File: src/rtl/fetch_ctrl.sv
// Instruction fetch controller: IDLE/FETCH/DRAIN FSM feeding a 2-entry fetch queue.
// Optional perf counters o_fetch_cnt/o_stall_cnt when FETCH_PERF_CNT_EN is defined.
module fetch_ctrl #(
  parameter int unsigned AWIDTH = 32,
  parameter logic [AWIDTH-1:0] INITIAL_PC = '0
) (
  input  logic              i_clk,
  input  logic              i_reset,
  input  logic              i_redirect,
  input  logic [AWIDTH-1:0] i_redirect_pc,
  output logic              o_mem_rq,
  output logic [AWIDTH-1:0] o_mem_addr,
  input  logic              i_mem_ack,
  input  logic [31:0]       i_mem_data,
  output logic              o_inst_valid,
  output logic [31:0]       o_inst,
  output logic [AWIDTH-1:0] o_inst_pc,
  input  logic              i_inst_ready
`ifdef FETCH_PERF_CNT_EN
  ,
  output logic [31:0]       o_fetch_cnt,
  output logic [31:0]       o_stall_cnt
`endif
);

  typedef enum logic [1:0] {
    IDLE,
    FETCH,
    DRAIN
  } state_t;

  state_t            state;
  logic [AWIDTH-1:0] fetch_pc;
  logic [AWIDTH-1:0] q_pc   [2];
  logic [31:0]       q_inst [2];
  logic              rd_ptr;
  logic              wr_ptr;
  logic [1:0]        count;

  logic full;
  logic pop;
  logic push;

  assign full         = (count == 2'd2);
  assign o_inst_valid = (count != 2'd0);
  assign pop          = o_inst_valid & i_inst_ready;

  // A pop frees a slot the same cycle, so a full queue may still request.
  assign o_mem_rq = ~i_reset & (state == FETCH) & (~full | pop);
  assign push     = o_mem_rq & i_mem_ack & ~i_redirect;

  assign o_mem_addr = fetch_pc;
  assign o_inst     = q_inst[rd_ptr];
  assign o_inst_pc  = q_pc[rd_ptr];

  always_ff @(posedge i_clk) begin
    if (i_reset) begin
      state    <= IDLE;
      fetch_pc <= INITIAL_PC;
      rd_ptr   <= 1'b0;
      wr_ptr   <= 1'b0;
      count    <= 2'd0;
      for (int i = 0; i < 2; i++) begin
        q_pc[i]   <= '0;
        q_inst[i] <= '0;
      end
    end else if (i_redirect) begin
      // An unanswered request is withdrawn; hold off one cycle before reissuing.
      state    <= (o_mem_rq & ~i_mem_ack) ? DRAIN : FETCH;
      fetch_pc <= i_redirect_pc;
      rd_ptr   <= 1'b0;
      wr_ptr   <= 1'b0;
      count    <= 2'd0;
    end else begin
      unique case (state)
        IDLE: begin
          state    <= FETCH;
          fetch_pc <= INITIAL_PC;
        end
        DRAIN: begin
          state <= FETCH;
        end
        FETCH: begin
          if (push) begin
            q_pc[wr_ptr]   <= fetch_pc;
            q_inst[wr_ptr] <= i_mem_data;
            wr_ptr         <= ~wr_ptr;
            fetch_pc       <= fetch_pc + AWIDTH'(4);
          end
          if (pop) begin
            rd_ptr <= ~rd_ptr;
          end
          count <= count + {1'b0, push} - {1'b0, pop};
        end
        default: begin
          state <= IDLE;
        end
      endcase
    end
  end

`ifdef FETCH_PERF_CNT_EN
  always_ff @(posedge i_clk) begin
    if (i_reset) begin
      o_fetch_cnt <= '0;
      o_stall_cnt <= '0;
    end else begin
      if (push) begin
        o_fetch_cnt <= o_fetch_cnt + 32'd1;
      end
      if (state == FETCH && !o_mem_rq) begin
        o_stall_cnt <= o_stall_cnt + 32'd1;
      end
    end
  end
`endif

endmodule

File: config.mk
export PLATFORM = sky130hd
export DESIGN_NAME = fetch_ctrl
export DESIGN_NICKNAME = d
export VERILOG_FILES = /design/src/rtl/fetch_ctrl.sv
export SDC_FILE = /design/constraint.sdc
export NUM_CORES = 1
export LEC_CHECK = 0
export CAP_MARGIN = 20
export CORE_UTILIZATION = 51
export DETAILED_ROUTE_END_ITERATION = 6
export PLACE_DENSITY = 0.91
export REMOVE_ABC_BUFFERS = 1
export SETUP_SLACK_MARGIN = 0.15
export SLEW_MARGIN = 20
export SYNTH_ARGS = -nofsm -noshare
export SYNTH_HDL_FRONTEND = slang
export SYNTH_SLANG_ARGS = --single-unit
File: constraint.sdc
create_clock -name i_clk -period 3.2 [get_ports i_clk]
set_clock_uncertainty 0.15 [all_clocks]
set_input_delay 0.32 -clock i_clk [delete_from_list [all_inputs] [get_ports i_clk]]
set_output_delay 0.32 -clock i_clk [all_outputs]
set_load 0.02 [all_outputs]
==> impl_metrics.toml <==
[timing]
rsz0062_at_grt = "false"
finalHoldViolCount = 0
slew_viol_final = 0
setup_viol = 0
fin_ws_ns = 0.628
max_slew_margin_pct = 34.9
tns_ns = 0
post-route-period-util_pct = 80.4
fmax_ghz = 0.389
min_period_ns = 2.57
tightest_slew_ns = 0.977

[clock_tree]
cts_htree_levels = 4
post-cts-setup-buffer-count = 0
cts_sinks = 167
clock_latency_ns = 0.43
root_buffer = "clkbuf_16"
clockBufferDepth = 2
clk_pin_slew_worst_paths_ns = 0.06
post_cts_resized = 0
cts_buffers = 17
hold_buffers = 0
cts_tree = "built"

[power]
p_leak_nw = 3.69
total_power_mw = 5.00
ir_worst_vdd_mv = 0.472
swShare_pct = 23.9
p_sw_mw = 1.20
power_density_nw_per_um2 = 485
pwr-share-comb_pct = 10.8
seq_power_share_pct = 49.8
intPower_mw = 3.81
pwr-share-clk_pct = 39.4

[synthesis]
ys_async_sr_fraction_pct = 0
synth_compound_area_share_pct = 7.70
synthFlopType = "edfxtp_1"
ys_ff_latch = 167
synth_top_family_by_area = "simple AND/OR/NAND/NOR gates"
yosysWarningCount = 0
syn_area_um2 = 7910
syn_avg_cell_area_um2 = 12.1
syn_inst = 655
ys_seq_area_share_pct = 58.4
synth_cell_types = 69
synth_xor_area_share_pct = 0.443
synthAdderAreaFrac_pct = 0.474
synth_enable_flop_cells = 128
synth_simple_gate_area_share_pct = 20.9
muxShareOfSynthArea_pct = 9.36

[drt]
wl_per_cell_um = 18.9
postRouteAntennaNets = 0
vias_per_cell = 5.82
wl_um = 19100
vias = 5865
drt_iter0_drc = 433
route.detailed.drc = 0
first_pass_iters = 5

[grt]
gr-usage-met1_pct = 30.7
use_met3_pct = 6.54
grt_pass1_vias = 5717
gr-total-overflow = 0
track_usage_pct = 24.6
use_met2_pct = 40.5
grt_pass1_wl_um = 30000
antenna_found_initial = 0
grt_start_max_net_pins = 65
busiest_layer = "met2"

[critical_path]
startpoint_type = "register"
critPathLaunch = "state[1]$_SDFFE_PP0N_"
crit-reg2reg-launch = "state[1]$_SDFFE_PP0N_"
max_stage_delay_ns = 0.73
crit_fanout = 64
cp.required_ns = 3.10
arrival_ns = 2.47
cpMaxStageDelayCell = "or2_4"
endpoint_kind = "register"
crit_type = "reg -> reg"
path_cells = "nand2b_4, nor3_4, nand3b_4, nor2_4, or2_4"

[place]
dp.cells = 975
post-place-ws_ns = 0.400
io_buffer_count = 166
finalWeightedCongestion = 0.840
hpwlAfterDp_um = 12300

[floorplanning]
fp.dieW_um = 127
ios = 167
start_util_pct = 52.3
die_y_um = 127
core_um2 = 15100
rows = 45
die-area_um2 = 16000

[run_status]
status = "finished, final reports clean"

[run]
max_cap_violations = 0

[cells_and_area]
post_layout_nonfiller_instances = 1007
n_fill_cell = 1061
antenna_cells = 0
nets = 878
drive_gt1_share_pct = 15.9
fin_util_pct = 68.1
area_growth_pct = 30.3

[min_path]
hold_start = "i_redirect"
hold_path.class = "in -> reg"
-- synth_stat cells, types with 3 or more instances --
cell type,instances,area (µm²)
o211ai_1,5,37.5
nand4_1,9,56.3
or3_1,8,50.1
edfxtp_1,128,3840
nand2_1,28,105
nor2_1,30,113
nand3_1,14,70.1
and2_1,120,751
nor4_1,5,31.3
or2_2,4,25.0
clkbuf_1,32,120
a31oi_1,6,37.5
nor2b_1,4,25.0
a41oi_1,3,26.3
mux2_2,64,721
o31a_1,3,26.3
nand3b_1,3,22.5
xnor2_1,4,35.0
dfxtp_1,39,781
a22oi_1,15,113
buf_2,7,35.0
a32o_1,3,30.0
a211oi_1,3,22.5
nor3_1,24,120
a21oi_1,9,45.0
ha_1,3,37.5
a32oi_1,3,26.3
inv_1,6,22.5
and3_1,5,31.3
o21ai_0,15,75.1
nand2b_1,3,18.8
-- placed cells by master, fill, tap and decap left out, types with 4 or more instances in the layout --
master           count
buf_4                8
nor2_1              30
nand3_1             14
nand4_1              9
nand2_1             28
and2_1             120
clkbuf_16           17
dfxtp_1             38
mux2_2              64
o211ai_1             5
and3_1               5
a21oi_1              9
clkdlybuf4s50_1    165
nor4_1               5
or3_1                8
edfxtp_1           128
xnor2_1              4
inv_1                6
nor3_1              24
nor2b_1              4
clkinvlp_4           4
a31oi_1              6
o21ai_0             15
a22oi_1             15
-- cells by family after synthesis --
family	Yosys count
and+or+nand+nor	280
xor gates and xnor gates	4
buffers and inverters	50
adders and majority gates	3
AOI/OAI and AO/OA	85
DFF	167
muxes	66
-- metrics by stage --
stage	hold slack [ns]	instance area, µm²
floorplan	0.239	7720
global placement	0.378	9730
detailed placement	0.394	9730
CTS	0.235	10300
global route	0.288	10300
finish	0.246	10300
-- sequential cells by signal, summed over array words and instances (netlist names), named ones only --
register	cells
count	2
state	2
o_mem_addr	32
rd_ptr	1
wr_ptr	1
q_inst	64
q_pc	64
-- layer usage --
layer / vias to the layer above / wire [µm]
li1: 2723 / -
met1: 2811 / 7900
met2: 291 / 9180
met3: 40 / 1480
met4: 0 / 502
met5: - / 0
-- worst paths after layout --
kind	cells after the start	end	slack, ns
setup / recovery	5	q_pc[1][27]$_SDFFCE_PN0P_	0.63
hold / removal	2	rd_ptr$_SDFFE_PP0P_	0.25
setup reg to reg	5	q_pc[1][27]$_SDFFCE_PN0P_	0.63
hold reg to reg	2	register	0.40
-- critical path, delay by kind of cell, from the launching register on --
kind / cells / cell delay, ns
DFF: 1 / 0.43
and+or+nand+nor: 5 / 1.52
-- power by group through the flow --
stage,logic [mW],clock network [mW],registers (mW)
6_report,0.541,1.97,2.49
5_1_grt,0.575,2.08,2.50
4_1_cts,0.543,1.99,2.49
3_5_place_dp,0.537,0,2.54
3_3_place_gp,0.533,0,2.53
2_1_floorplan,0.218,0,2.54
-- area by class of cell --
cell class,instances,area [µm²],share of cell area (%)
clock inverters,12,118,1.14
repair buffers,176,1760,17.0
inverters,6,22.5,0.218
well taps,188,235,2.28
multi-input cells,438,3090,30.0
flip-flops and latches,167,4630,44.9
clock buffers,20,457,4.43
Note: power is estimated with default switching activity, not from simulation.
